===== src/rtl/cpu4_core_if.sv =====
// Bus bundle for cpu4_core: asynchronous ROM port (addr/data) plus the switch and LED ports.
// The master side belongs to the core; the slave side belongs to the board (ROM, switches, LEDs).
interface cpu4_core_if #(
   parameter int DW = 4,
   parameter int AW = 4
);
   logic [AW-1:0]   addr;
   logic [DW+3:0]   data;
   logic [DW-1:0]   in_port;
   logic [DW-1:0]   out_port;

   modport master (
      output addr,
      output out_port,
      input  data,
      input  in_port
   );

   modport slave (
      input  addr,
      input  out_port,
      output data,
      output in_port
   );
endinterface


===== src/rtl/cpu4_core.sv =====
// Single-cycle accumulator CPU: A/B registers, carry, PC and LED latch, one instruction per enabled edge.
// Optional HLT instruction on opcode 1000 is enabled by defining CPU_HALT_EN.
module cpu4_core #(
   parameter int DW = 4,
   parameter int AW = 4
) (
   input  logic          clk,
   input  logic          n_reset,
   input  logic          en,
   cpu4_core_if.master   bus,
   output logic          carry,
   output logic          halted
);

   localparam logic [3:0] OP_ADD_A  = 4'b0000;
   localparam logic [3:0] OP_MOV_AB = 4'b0001;
   localparam logic [3:0] OP_IN_A   = 4'b0010;
   localparam logic [3:0] OP_MOV_AI = 4'b0011;
   localparam logic [3:0] OP_MOV_BA = 4'b0100;
   localparam logic [3:0] OP_ADD_B  = 4'b0101;
   localparam logic [3:0] OP_IN_B   = 4'b0110;
   localparam logic [3:0] OP_MOV_BI = 4'b0111;
   localparam logic [3:0] OP_HLT    = 4'b1000;
   localparam logic [3:0] OP_OUT_B  = 4'b1001;
   localparam logic [3:0] OP_OUT_I  = 4'b1011;
   localparam logic [3:0] OP_JNC    = 4'b1110;
   localparam logic [3:0] OP_JMP    = 4'b1111;

   logic [DW-1:0] a_q, a_d;
   logic [DW-1:0] b_q, b_d;
   logic [DW-1:0] out_q, out_d;
   logic [AW-1:0] pc_q, pc_d;
   logic          c_q, c_d;

   logic [3:0]    opcode;
   logic [DW-1:0] imm;
   logic [DW:0]   sum_a;
   logic [DW:0]   sum_b;
   logic [AW-1:0] pc_inc;
   logic [AW-1:0] jump_target;
   logic          exec;

   assign opcode = bus.data[DW+3:DW];
   assign imm    = bus.data[DW-1:0];
   assign sum_a  = {1'b0, a_q} + {1'b0, imm};
   assign sum_b  = {1'b0, b_q} + {1'b0, imm};
   assign pc_inc = pc_q + AW'(1);

   // Immediate is zero-extended into a wider PC, or truncated into a narrower one.
   generate
      if (AW > DW) begin : g_target_zext
         assign jump_target = {{(AW-DW){1'b0}}, imm};
      end else begin : g_target_trunc
         assign jump_target = imm[AW-1:0];
      end
   endgenerate

`ifdef CPU_HALT_EN
   logic halted_q, halted_d;

   assign exec   = en & ~halted_q;
   assign halted = halted_q;
`else
   assign exec   = en;
   assign halted = 1'b0;
`endif

   always_comb begin
      a_d   = a_q;
      b_d   = b_q;
      out_d = out_q;
      c_d   = c_q;
      pc_d  = pc_q;
`ifdef CPU_HALT_EN
      halted_d = halted_q;
`endif
      if (exec) begin
         // Every executed opcode clears carry unless it is one of the two ADDs.
         c_d  = 1'b0;
         pc_d = pc_inc;
         case (opcode)
            OP_ADD_A: begin
               a_d = sum_a[DW-1:0];
               c_d = sum_a[DW];
            end
            OP_MOV_AB: a_d = b_q;
            OP_IN_A:   a_d = bus.in_port;
            OP_MOV_AI: a_d = imm;
            OP_MOV_BA: b_d = a_q;
            OP_ADD_B: begin
               b_d = sum_b[DW-1:0];
               c_d = sum_b[DW];
            end
            OP_IN_B:   b_d = bus.in_port;
            OP_MOV_BI: b_d = imm;
            OP_OUT_B:  out_d = b_q;
            OP_OUT_I:  out_d = imm;
            OP_JNC: begin
               if (!c_q) begin
                  pc_d = jump_target;
               end
            end
            OP_JMP:    pc_d = jump_target;
`ifdef CPU_HALT_EN
            OP_HLT: begin
               pc_d     = pc_q;
               halted_d = 1'b1;
            end
`endif
            default: ;
         endcase
      end
   end

   always_ff @(posedge clk or negedge n_reset) begin
      if (!n_reset) begin
         a_q   <= '0;
         b_q   <= '0;
         out_q <= '0;
         pc_q  <= '0;
         c_q   <= 1'b0;
      end else begin
         a_q   <= a_d;
         b_q   <= b_d;
         out_q <= out_d;
         pc_q  <= pc_d;
         c_q   <= c_d;
      end
   end

`ifdef CPU_HALT_EN
   always_ff @(posedge clk or negedge n_reset) begin
      if (!n_reset) begin
         halted_q <= 1'b0;
      end else begin
         halted_q <= halted_d;
      end
   end
`endif

   assign bus.addr     = pc_q;
   assign bus.out_port = out_q;
   assign carry        = c_q;

endmodule


===== src/flat_wrapper.sv =====
// flat-port wrapper written by rule: the top's interface ports become plain ports
module cpu4_core_flat 
#(
   parameter int DW = 4,
   parameter int AW = 4
)
  (clk, n_reset, en, carry, halted, bus_addr, bus_out_port, bus_data, bus_in_port);
  cpu4_core_if #(.DW(DW), .AW(AW)) bus_i ();
  input  logic clk;
  input  logic n_reset;
  input  logic en;
  output logic carry;
  output logic halted;
  output wire logic [$bits(bus_i.addr)-1:0] bus_addr;
  output wire logic [$bits(bus_i.out_port)-1:0] bus_out_port;
  input wire logic [$bits(bus_i.data)-1:0] bus_data;
  input wire logic [$bits(bus_i.in_port)-1:0] bus_in_port;
  assign bus_addr = bus_i.addr;
  assign bus_out_port = bus_i.out_port;
  assign bus_i.data = bus_data;
  assign bus_i.in_port = bus_in_port;
  cpu4_core #(.DW(DW), .AW(AW)) u_core (.clk(clk), .n_reset(n_reset), .en(en), .bus(bus_i), .carry(carry), .halted(halted));
endmodule

===== config.mk =====
export PLATFORM = sky130hd
export DESIGN_NAME = cpu4_core_flat
export DESIGN_NICKNAME = d
export VERILOG_FILES = /design/src/rtl/cpu4_core_if.sv /design/src/rtl/cpu4_core.sv /design/src/flat_wrapper.sv
export SDC_FILE = /design/constraint.sdc
export NUM_CORES = 1
export LEC_CHECK = 0
export ABC_AREA = 1
export ABC_CLOCK_PERIOD_IN_PS = 4100
export BUFFER_PORTS_ARGS = -buffer_cell sky130_fd_sc_hd__clkbuf_2
export CAP_MARGIN = 20
export CORE_MARGIN = 2
export CORE_UTILIZATION = 55
export CTS_CLUSTER_DIAMETER = 60
export DETAILED_ROUTE_END_ITERATION = 16
export PLACE_DENSITY = 0.86
export SETUP_SLACK_MARGIN = 0.2
export SYNTH_ARGS = -nofsm -noshare
export SYNTH_HDL_FRONTEND = slang
export SYNTH_SLANG_ARGS = --single-unit

===== constraint.sdc =====
create_clock -name clk -period 4.1 [get_ports clk]
set_input_delay 0 -clock clk [delete_from_list [all_inputs] [get_ports clk]]
set_output_delay 0 -clock clk [all_outputs]
set_load 0.02 [all_outputs]

==> qor.csv, run 1 <==
stage,metric,value,unit
outcome,status,"complete, no violations",
route,Antenna Violating Nets Remaining,0,
synthesis,most common flop cell mapped by yosys,dfrtp_1,
synthesis,post-synthesis instance total,212,
synthesis,Yosys cell types,23,
global_routing,pin count of the biggest net entering global routing,18,
timing,final period utilization,41.2,%
global_routing,vias in the first global route,1301,
floorplan,Die Ht,54.8,um
cts,CTS tree,yes,
pwr,Worst IR Drop VDD,0.000293,V
cts,Setup Buffers After CTS,0,
layout,diodes inserted,0,
setup_path,worst endpoint required time,4.31,ns
cts,CTS H-tree lvls,1,
floorplan,# rows,18,
route,first-pass iteration count of the detailed router,4,
placement,Post-DP HPWL,2650,um
cts,Clock Path Buffers,2,
timing,Hold Fails Final Rpt,0,
synthesis,Mapped Area,1420,um2
global_routing,initial antenna violation count,0,
setup_path,critical setup path kind,flip-flop to flip-flop,
placement,Buffers on Ports,23,
cts,worst-skew pair later-pin latency,0.31,ns
timing,post-route setup slack,2.41,ns
synthesis,Synth warnings,0,
route,routed len/inst,12.6,um
synthesis,Syn Area/Cell,6.69,um2
synthesis,synth top area cells,"dfrtp_1, nand2_1, ha_1",
floorplan,core area,2450,um2
timing,clk_skew,0.00655,ns
route,total wire length,3400,um
synthesis,"top cells by count, synth","nand2_1, nor2_1, nand3_1",
route,Vias,1477,
synthesis,Yosys top cell area share,30.0,%
layout,Multi-input gate area,907,um2
layout,post-layout net count,266,
hold_path,min-delay worst type,primary input to flip-flop,
synthesis,Post-synth EDFFs,0,
synthesis,"area leader, netlist",dfrtp_1,
setup_path,CP Capture Type,flip-flop,
setup_path,Crit path arrival time,1.90,ns
global_routing,grt ovf,0,
synthesis,syn nets,238,
floorplan,Initial Utilization,57.8,%
global_routing,GRT Total Usage,26.4,%
cts,clk root buf,clkbuf_4,
pwr,static leakage,0.839,nW
placement,GPL Wtd Cong,0.932,
layout,area occupied by registers,425,um2
run,Max-Cap Viols,0,
synthesis,ys async rst share,100,%
cts,clk sinks,17,
timing,Final Setup Violations,0,
setup_path,Startpoint Class,flip-flop,
timing,max frequency,0.592,GHz
synthesis,#FFs+latches synth,17,
timing,Pins Over Slew Limit,0,
route,DRT iter0 DRCs,58,
cts,CTS-repair resized insts,0,
timing,minimum clock period,1.69,ns
cts,clock slew at reported path FFs,0.12,ns
global_routing,first-pass GRT wire length,5640,um
route,vias per inst,5.49,
floorplan,Die Width,54.8,um
layout,share of layout cells above drive strength 1,17.6,%
layout,Fillers,241,
cts,number of buffers created by CTS,3,
placement,DP Worst Slack,2.46,ns
layout,area grow syn2layout,13.1,%
floorplan,I/O pin cnt,25,
synthesis,"Seq/Total Area, Yosys",30.0,%
pwr,PD cells,364,nW/um2
timing,unrepaired setup endpoints after global routing,no,
route,DRC viols,0,
floorplan,Die Area,3000,um2
timing,Final TNS setup,0,ns
setup_path,Critical Path Fanout Max,4,
synthesis,most common cell in the netlist,nand2_1,
==> worst max-delay path, cell delays in order, from the launching register on <==
cell and delay, ns:
dfrtp_1 0.45, ha_1 0.24, fa_1 0.41, nand2_1 0.07, a21oi_1 0.05, o21ai_0 0.18
nand2_1 0.08, nand2_1 0.06, nand2_1 0.04
==> kinds of logic after synthesis <==
kind of cell	after synthesis	share of synthesized area [%]
and+or+nand+nor	127	39.4
AOI/OAI and AO/OA	33	12.3
buffers and inverters	21	6.08
DFF	17	30.0
adders and majority gates	11	10.8
xor gates and xnor gates	2	1.23
other	1	0.264
==> cells in the final DEF (no fill, tap or decap), types with 4 or more instances in the layout <==
master	Yosys	layout
nand2_1	67	67
nor2_1	27	27
clkbuf_2	0	23
nand3_1	18	18
dfrtp_1	17	17
inv_1	15	15
o21ai_0	10	10
a21oi_1	10	10
ha_1	9	9
o21ai_1	8	8
inv_2	4	4
a31oi_1	4	4
nand4_1	4	4
==> metrics by stage <==
stage	util (%)	hold WS, ns	power (mW)	instance area, um2	cells
6_report	65.3	0.0311	0.585	1600	269
5_1_grt	65.3	0.0566	0.637	1600	269
4_1_cts	65.3	0.0297	0.584	1600	269
3_5_place_dp	63.4	-0.0386	0.486	1560	263
3_3_place_gp	63.4	-0.0348	0.482	1560	263
2_1_floorplan	-	-0.296	0.412	1420	212
==> state kept, by name, indices dropped and copies added (netlist names) <==
register,count
u_core.bus.addr,4
u_core.a_q,4
u_core.b_q,4
u_core.carry,1
u_core.bus.out_port,4
==> cell type report <==
class / instances / share of cell area, %
Clock inverter: 1 / 0.312
Clock buffer: 3 / 1.40
Inverter: 19 / 4.45
Tap cell: 30 / 2.34
Sequential cell: 17 / 26.5
Multi-Input combinational cell: 174 / 56.6
Timing Repair Buffer: 25 / 8.42
==> metal layers <==
layer  up-vias  routed length (um)  part of all wire, %  global-route usage (%)
met3        12                 269                  7.9                    2.73
met1       644                1510                   44                    36.1
met4         0                  95                  2.8                    12.5
li1        748                   -                    -                       -
met2        73                1520                   45                    41.5
met5         -                   0                    0                       0
==> power by group <==
group / internal [mW] / leakage [nW] / switching [mW]
clock: 0.0365 / 0.0177 / 0.0622
combinational: 0.0922 / 0.613 / 0.147
sequential: 0.206 / 0.208 / 0.0410
total: 0.334 / 0.839 / 0.250
==> final timing paths <==
check | startpoint | endpoint | slack, ns | cells after the start
worst max-delay path | u_core.b_q[0]$_DFFE_PN0P_ | u_core.carry$_DFFE_PN0P_ | 2.41 | 8
worst min-delay path | bus_in_port[1] | u_core.b_q[1]$_DFFE_PN0P_ | 0.03 | 5
worst max register to register | u_core.b_q[0]$_DFFE_PN0P_ | u_core.carry$_DFFE_PN0P_ | 2.41 | 8
worst min register to register | u_core.bus.out_port[2]$_DFFE_PN0P_ | u_core.bus.out_port[2]$_DFFE_PN0P_ | 0.52 | 2
max in group asynchronous | n_reset | u_core.a_q[0]$_DFFE_PN0P_ | 3.65 | 2
min in group asynchronous | n_reset | u_core.b_q[0]$_DFFE_PN0P_ | 0.14 | 2
==> repair_timing <==
action,in CTS,in global routing
hold buffers,2,0
setup endpoints to repair,0,0
endpoints found under the hold margin,18,0
Note: power is estimated with default switching activity, not from simulation.
==> run 2, diff against run 1 <==
--- a/config.mk
+++ b/config.mk
@@ -6,7 +6,7 @@
 export NUM_CORES = 1
 export LEC_CHECK = 0
 export ABC_AREA = 1
-export ABC_CLOCK_PERIOD_IN_PS = 4100
+export ABC_CLOCK_PERIOD_IN_PS = 1800
 export BUFFER_PORTS_ARGS = -buffer_cell sky130_fd_sc_hd__clkbuf_2
 export CAP_MARGIN = 20
 export CORE_MARGIN = 2
==> constraint.sdc (replaced) <==
create_clock -name clk -period 1.8 [get_ports clk]
set_input_delay 0 -clock clk [delete_from_list [all_inputs] [get_ports clk]]
set_output_delay 0 -clock clk [all_outputs]
set_load 0.02 [all_outputs]
==> run 2 against run 1 <==
  * Via count rose by 0.14%
  * Sequential power increased by 130%
  * Fmax grew 9.0%
==> qor.csv, run 2 (same netlist as run 1, synthesis figures left out) <==
stage,metric,value,unit,change
floorplan,Die Area,3000,um2,unchanged
setup_path,worst endpoint required time,2.01,ns,was 4.31 ns
route,vias per inst,5.44,,was 5.49
global_routing,vias in the first global route,1324,,was 1301
global_routing,initial antenna violation count,0,,unchanged
route,routed len/inst,13.3,um,was 12.6 um
pwr,total design power,1.38,mW,was 0.585 mW
timing,Hold Fails Final Rpt,0,,unchanged
cts,clk root buf,clkbuf_4,,unchanged
cts,clk sinks,17,,unchanged
timing,Final Setup Violations,0,,unchanged
setup_path,CP Depth,8,,unchanged
setup_path,worst reg2reg path depth,8,,unchanged
layout,Fillers,243,,was 241
pwr,static leakage,0.852,nW,was 0.839 nW
setup_path,r2r setup slk,0.25,ns,was 2.41 ns
timing,unrepaired setup endpoints after global routing,yes,,was no
setup_path,Crit path buffers/inverters,0,,unchanged
pwr,Worst IR Drop VDD,0.000671,V,was 0.000293 V
placement,Buffers on Ports,23,,unchanged
cts,clock slew at reported path FFs,0.12,ns,about the same
floorplan,core area,2450,um2,unchanged
placement,Post-DP HPWL,2650,um,unchanged
timing,minimum clock period,1.55,ns,was 1.69 ns
pwr,sw frac,43.1,%,was 42.8%
cts,number of buffers created by CTS,3,,unchanged
global_routing,grt ovf,0,,unchanged
floorplan,Die Ht,54.8,um,unchanged
floorplan,# rows,18,,unchanged
floorplan,Die Width,54.8,um,unchanged
cts,worst-skew pair later-pin latency,0.31,ns,about the same
timing,max frequency,0.645,GHz,was 0.592 GHz
pwr,Gate power share,42.9,%,was 40.9%
layout,area grow syn2layout,16.3,%,was 13.1%
pwr,Seq pwr share,40.6,%,was 42.2%
cts,CTS H-tree lvls,1,,unchanged
setup_path,Critical Path Fanout Max,3,,was 4
global_routing,GRT Total Usage,26.7,%,was 26.4%
setup_path,"Top cell by count, worst path",nand2_1,,unchanged
floorplan,I/O pin cnt,25,,unchanged
route,first-pass iteration count of the detailed router,4,,unchanged
pwr,Int Power,0.787,mW,was 0.334 mW
timing,Final TNS setup,0,ns,unchanged
timing,final period utilization,86.1,%,was 41.2%
timing,Pins Over Slew Limit,0,,unchanged
layout,share of layout cells above drive strength 1,20.7,%,was 17.6%
hold_path,Hold Path Depth,5,,unchanged
floorplan,Initial Utilization,57.8,%,unchanged
placement,GPL Wtd Cong,0.932,,unchanged
route,Vias,1479,,was 1477
layout,post-layout net count,269,,was 266
timing,clk_skew,0.00881,ns,was 0.00655 ns
setup_path,critical setup path kind,flip-flop to flip-flop,,unchanged
pwr,PD cells,838,nW/um2,was 364 nW/um2
route,DRT iter0 DRCs,50,,was 58
global_routing,first-pass GRT wire length,5720,um,was 5640 um
setup_path,Crit path arrival time,1.76,ns,was 1.90 ns
route,Antenna Violating Nets Remaining,0,,unchanged
setup_path,worst-path cell chain,ha_4 -> fa_2 -> nand2_2 -> a21oi_2 -> o21ai_1 -> nand2_1 -> nand2_1 -> nand2_1,,was ha_1 -> fa_1 -> nand2_1 -> a21oi_1 -> o21ai_0 -> nand2_1 -> nand2_1 -> nand2_1
hold_path,min-delay worst type,primary input to flip-flop,,unchanged
setup_path,Startpoint Class,flip-flop,,unchanged
layout,"commonest non-fill, non-tap cell in the layout",nand2_1,,unchanged
global_routing,pin count of the biggest net entering global routing,18,,unchanged
setup_path,"CP delay by family, top",adder cells,,unchanged
setup_path,"slowest stage cell, crit path",dfrtp_1,,unchanged
cts,CTS tree,yes,,unchanged
run,Max-Cap Viols,0,,unchanged
cts,Clock Path Buffers,2,,unchanged
outcome,status,"complete, no violations",,unchanged
route,total wire length,3630,um,was 3400 um
pwr,clock share of power,16.6,%,was 16.9%
layout,most frequent cells in the layout,"nand2_1, nor2_1, clkbuf_2",,unchanged
setup_path,max incr delay on CP,0.43,ns,was 0.45 ns
setup_path,CP Capture Type,flip-flop,,unchanged
layout,diodes inserted,0,,unchanged
pwr,Psw,0.596,mW,was 0.250 mW
route,DRC viols,0,,unchanged
==> run 2: worst register-to-register path, stage by stage (launching register included) <==
cell and delay [ns]:
dfrtp_1 0.43, ha_4 0.18, fa_2 0.39, nand2_2 0.08, a21oi_2 0.05, o21ai_1 0.14
nand2_1 0.08, nand2_1 0.06, nand2_1 0.04
==> run 2: final cells by class <==
cell class / count / area, um2 / area share, %
multi-input combinational: 174 / 931 / 56.4
sequential: 17 / 425 / 25.8
timing repair buffer: 28 / 158 / 9.55
inverter: 19 / 71.3 / 4.32
tap: 30 / 37.5 / 2.27
clock buffer: 3 / 22.5 / 1.36
clock inverter: 1 / 5.00 / 0.303
==> run 2: final timing paths <==
path	start	to
max in group asynchronous	n_reset	u_core.a_q[1]$_DFFE_PN0P_
min in group asynchronous	n_reset	u_core.bus.out_port[0]$_DFFE_PN0P_
hold reg to reg	u_core.bus.out_port[2]$_DFFE_PN0P_	u_core.bus.out_port[2]$_DFFE_PN0P_
hold / removal	bus_in_port[1]	u_core.b_q[1]$_DFFE_PN0P_
setup reg to reg	u_core.b_q[0]$_DFFE_PN0P_	u_core.carry$_DFFE_PN0P_
setup / recovery	u_core.b_q[0]$_DFFE_PN0P_	u_core.carry$_DFFE_PN0P_
==> run 2: power by group through the flow <==
stage	Sequential (mW)	Clock, mW	Combinational [mW]
detailed placement	0.570	0	0.537
global route	0.575	0.240	0.681
CTS	0.558	0.222	0.555
global placement	0.565	0	0.533
finish	0.561	0.229	0.593
floorplan	0.610	0	0.328
==> run 2: timing repair <==
item	in CTS	in global routing
hold endpoints to repair	18	0
pin swaps	0	4
resized for setup	0	10
buffers inserted	1	2
setup endpoints to repair	1	3
hold buffers	2	0
==> run 2: layer usage <==
| metal | global-route usage, % | wire length, um |
|---|---|---|
| met3 | 2.73 | 252 |
| met2 | 42.9 | 1690 |
| met4 | 12.5 | 91 |
| met5 | 0 | 0 |
| met1 | 35.8 | 1600 |
==> run 2: through the flow <==
step	cells	util [%]	area, um2	setup WS (ns)	hold WS (ns)
3_3_place_gp	263	63.4	1560	0.211	-0.0348
4_1_cts	270	65.6	1610	0.203	0.0297
6_report	272	67.2	1650	0.250	0.0248
5_1_grt	272	67.2	1650	0.174	0.0522
3_5_place_dp	263	63.4	1560	0.155	-0.0386
2_1_floorplan	212	-	1420	0.299	-0.296
==> run 3, diff against run 2 <==
--- a/config.mk
+++ b/config.mk
@@ -9,8 +9,10 @@
 export ABC_CLOCK_PERIOD_IN_PS = 1800
 export BUFFER_PORTS_ARGS = -buffer_cell sky130_fd_sc_hd__clkbuf_2
 export CAP_MARGIN = 20
+export CORE_ASPECT_RATIO = 1.1
 export CORE_MARGIN = 2
 export CORE_UTILIZATION = 55
+export CTS_BUF_LIST = sky130_fd_sc_hd__clkbuf_8
 export CTS_CLUSTER_DIAMETER = 60
 export DETAILED_ROUTE_END_ITERATION = 16
 export PLACE_DENSITY = 0.86
==> run 3 against run 2 <==
  * Via count rose by 1.2%
  * Critical endpoint unchanged
  * Die area barely moved
  * Fmax fell by 0.78%
  * Hold slack improved by 0.034 ns
  * Global-route usage rose by 0.47 points
  * Design area fell by 1.5%
  * Critical path type unchanged
  * Largest power group unchanged
  * Combinational power fell by 3.7%
==> qor.csv, run 3 (same netlist as run 1, synthesis figures left out) <==
stage,metric,value,unit,change
floorplan,I/O pin cnt,25,,unchanged
placement,Post-Place Cells,264,,was 263
setup_path,Critical Path Fanout Max,2,,was 3
setup_path,Startpoint Class,flip-flop,,unchanged
setup_path,CP Depth,8,,unchanged
run,Max-Cap Viols,0,,unchanged
global_routing,first-pass GRT wire length,6140,um,was 5720 um
setup_path,"slowest stage cell, crit path",dfrtp_1,,unchanged
route,total wire length,3690,um,was 3630 um
hold_path,Hold Path Depth,2,,was 5
route,DRC viols,0,,unchanged
setup_path,critical setup path kind,flip-flop to flip-flop,,unchanged
setup_path,worst reg2reg path depth,8,,unchanged
pwr,Seq pwr share,39.6,%,was 40.6%
timing,Final TNS setup,0,ns,unchanged
pwr,sw frac,41.1,%,was 43.1%
setup_path,"CP delay by family, top",adder cells,,unchanged
floorplan,Die Area,3000,um2,about the same
cts,number of buffers created by CTS,3,,unchanged
timing,Pins Over Slew Limit,0,,unchanged
timing,Fin Hold WS,0.0587,ns,was 0.0248 ns
layout,"commonest non-fill, non-tap cell in the layout",nand2_1,,unchanged
route,Antenna Violating Nets Remaining,0,,unchanged
floorplan,core area,2470,um2,was 2450 um2
cts,CTS H-tree lvls,1,,unchanged
timing,final period utilization,86.8,%,was 86.1%
layout,post-layout net count,266,,was 269
cts,clk sinks,17,,unchanged
global_routing,pin count of the biggest net entering global routing,18,,unchanged
route,DRT iter0 DRCs,52,,was 50
timing,clk_skew,0.00439,ns,was 0.00881 ns
global_routing,vias in the first global route,1405,,was 1324
floorplan,Die Width,52.4,um,was 54.8 um
setup_path,worst-path cell chain,ha_1 -> fa_2 -> nand2_1 -> a21oi_1 -> o21ai_1 -> nand2_1 -> nand2_1 -> nand2_1,,was ha_4 -> fa_2 -> nand2_2 -> a21oi_2 -> o21ai_1 -> nand2_1 -> nand2_1 -> nand2_1
placement,GPL Wtd Cong,0.914,,was 0.932
placement,Post-DP HPWL,2850,um,was 2650 um
pwr,Gate power share,40.0,%,was 42.9%
pwr,static leakage,0.847,nW,was 0.852 nW
pwr,Psw,0.588,mW,was 0.596 mW
layout,diodes inserted,0,,unchanged
route,vias per inst,5.54,,was 5.44
pwr,Int Power,0.841,mW,was 0.787 mW
route,routed len/inst,13.7,um,was 13.3 um
floorplan,Die Ht,57.3,um,was 54.8 um
outcome,status,"complete, no violations",,unchanged
layout,post-route non-filler standard cell count,270,,was 272
pwr,Worst IR Drop VDD,0.000706,V,was 0.000671 V
timing,max frequency,0.640,GHz,was 0.645 GHz
layout,area grow syn2layout,14.6,%,was 16.3%
pwr,total design power,1.43,mW,was 1.38 mW
layout,share of layout cells above drive strength 1,18.4,%,was 20.7%
timing,Hold Fails Final Rpt,0,,unchanged
placement,area of placed instances,1560,um2,about the same
cts,worst-skew pair later-pin latency,0.26,ns,was 0.31 ns
setup_path,"Top cell by count, worst path",nand2_1,,unchanged
pwr,PD cells,879,nW/um2,was 838 nW/um2
floorplan,Initial Utilization,57.4,%,was 57.8%
hold_path,min-delay worst type,primary input to flip-flop,,unchanged
cts,Clock Path Buffers,2,,unchanged
layout,Fillers,233,,was 243
global_routing,grt ovf,0,,unchanged
cts,clock slew at reported path FFs,0.07,ns,was 0.12 ns
layout,fin area,1630,um2,was 1650 um2
floorplan,# rows,19,,was 18
global_routing,GRT Total Usage,27.2,%,was 26.7%
global_routing,initial antenna violation count,0,,unchanged
route,Vias,1497,,was 1479
route,first-pass iteration count of the detailed router,4,,unchanged
timing,unrepaired setup endpoints after global routing,yes,,unchanged
timing,minimum clock period,1.56,ns,was 1.55 ns
timing,Final Setup Violations,0,,unchanged
setup_path,worst endpoint required time,1.95,ns,was 2.01 ns
layout,most frequent cells in the layout,"nand2_1, nor2_1, clkbuf_2",,unchanged
pwr,clock share of power,20.4,%,was 16.6%
setup_path,CP Capture Type,flip-flop,,unchanged
setup_path,Crit path arrival time,1.71,ns,was 1.76 ns
cts,clk root buf,clkbuf_8,,was clkbuf_4
cts,CTS tree,yes,,unchanged
placement,Buffers on Ports,23,,unchanged
setup_path,Crit path buffers/inverters,0,,unchanged
setup_path,max incr delay on CP,0.40,ns,was 0.43 ns
run 3: cell count changes in the layout (fill, tap and decap cells not counted), moves of 2 or more:
cell      change
o21ai_0       +2
o21ai_1       -2
buf_4         -2
clkbuf_8      +3
clkbuf_4      -3
run 3: area by class of cell:
type | count | area (um2) | share of cell area [%]
Timing Repair Buffer | 25 | 133 | 8.16
Multi-Input combinational cell | 174 | 912 | 56.1
Clock inverter | 1 | 3.75 | 0.231
Tap cell | 31 | 38.8 | 2.39
Clock buffer | 3 | 41.3 | 2.54
Inverter | 19 | 71.3 | 4.39
Sequential cell | 17 | 425 | 26.2
run 3: path summary, 6_finish.rpt:
| kind | endpoint | from | slack [ns] |
|---|---|---|---|
| setup / recovery | u_core.carry$_DFFE_PN0P_ | u_core.a_q[0]$_DFFE_PN0P_ | 0.24 |
| hold / removal | u_core.bus.addr[3]$_DFFE_PN0P_ | en | 0.06 |
| setup reg to reg | u_core.carry$_DFFE_PN0P_ | u_core.a_q[0]$_DFFE_PN0P_ | 0.24 |
| hold reg to reg | u_core.bus.out_port[3]$_DFFE_PN0P_ | u_core.bus.out_port[3]$_DFFE_PN0P_ | 0.51 |
| max in group asynchronous | u_core.b_q[0]$_DFFE_PN0P_ | n_reset | 1.26 |
| min in group asynchronous | u_core.a_q[0]$_DFFE_PN0P_ | n_reset | 0.23 |
run 3: metal layers:
metal / up-vias / global-route usage, % / share of wire [%]
li1: 746 / - / -
met1: 670 / 36.9 / 44
met2: 66 / 43.8 / 46
met3: 15 / 2.88 / 6.4
met4: 0 / 11.4 / 3.5
met5: - / 0 / 0
run 3: what timing repair did:
action	CTS	global route
hold endpoints to repair	17	0
endpoints found under the setup margin	2	3
hold buffers	1	0
gates resized for setup	1	3
gates cloned	0	0
pin swaps	0	0
buffers inserted	1	0
run 3: power groups by stage:
stage	sequential (mW)	clock, mW	combinational (mW)
floorplan	0.610	0	0.328
global placement	0.566	0	0.533
detailed placement	0.572	0	0.550
CTS	0.564	0.293	0.567
global route	0.576	0.305	0.647
finish	0.566	0.291	0.571
run 3: through the flow:
stage	worst slack, ns	util, %
2_1_floorplan	0.299	-
3_3_place_gp	0.253	63.0
3_5_place_dp	0.156	63.0
4_1_cts	0.209	65.6
5_1_grt	0.193	65.7
6_report	0.238	65.7
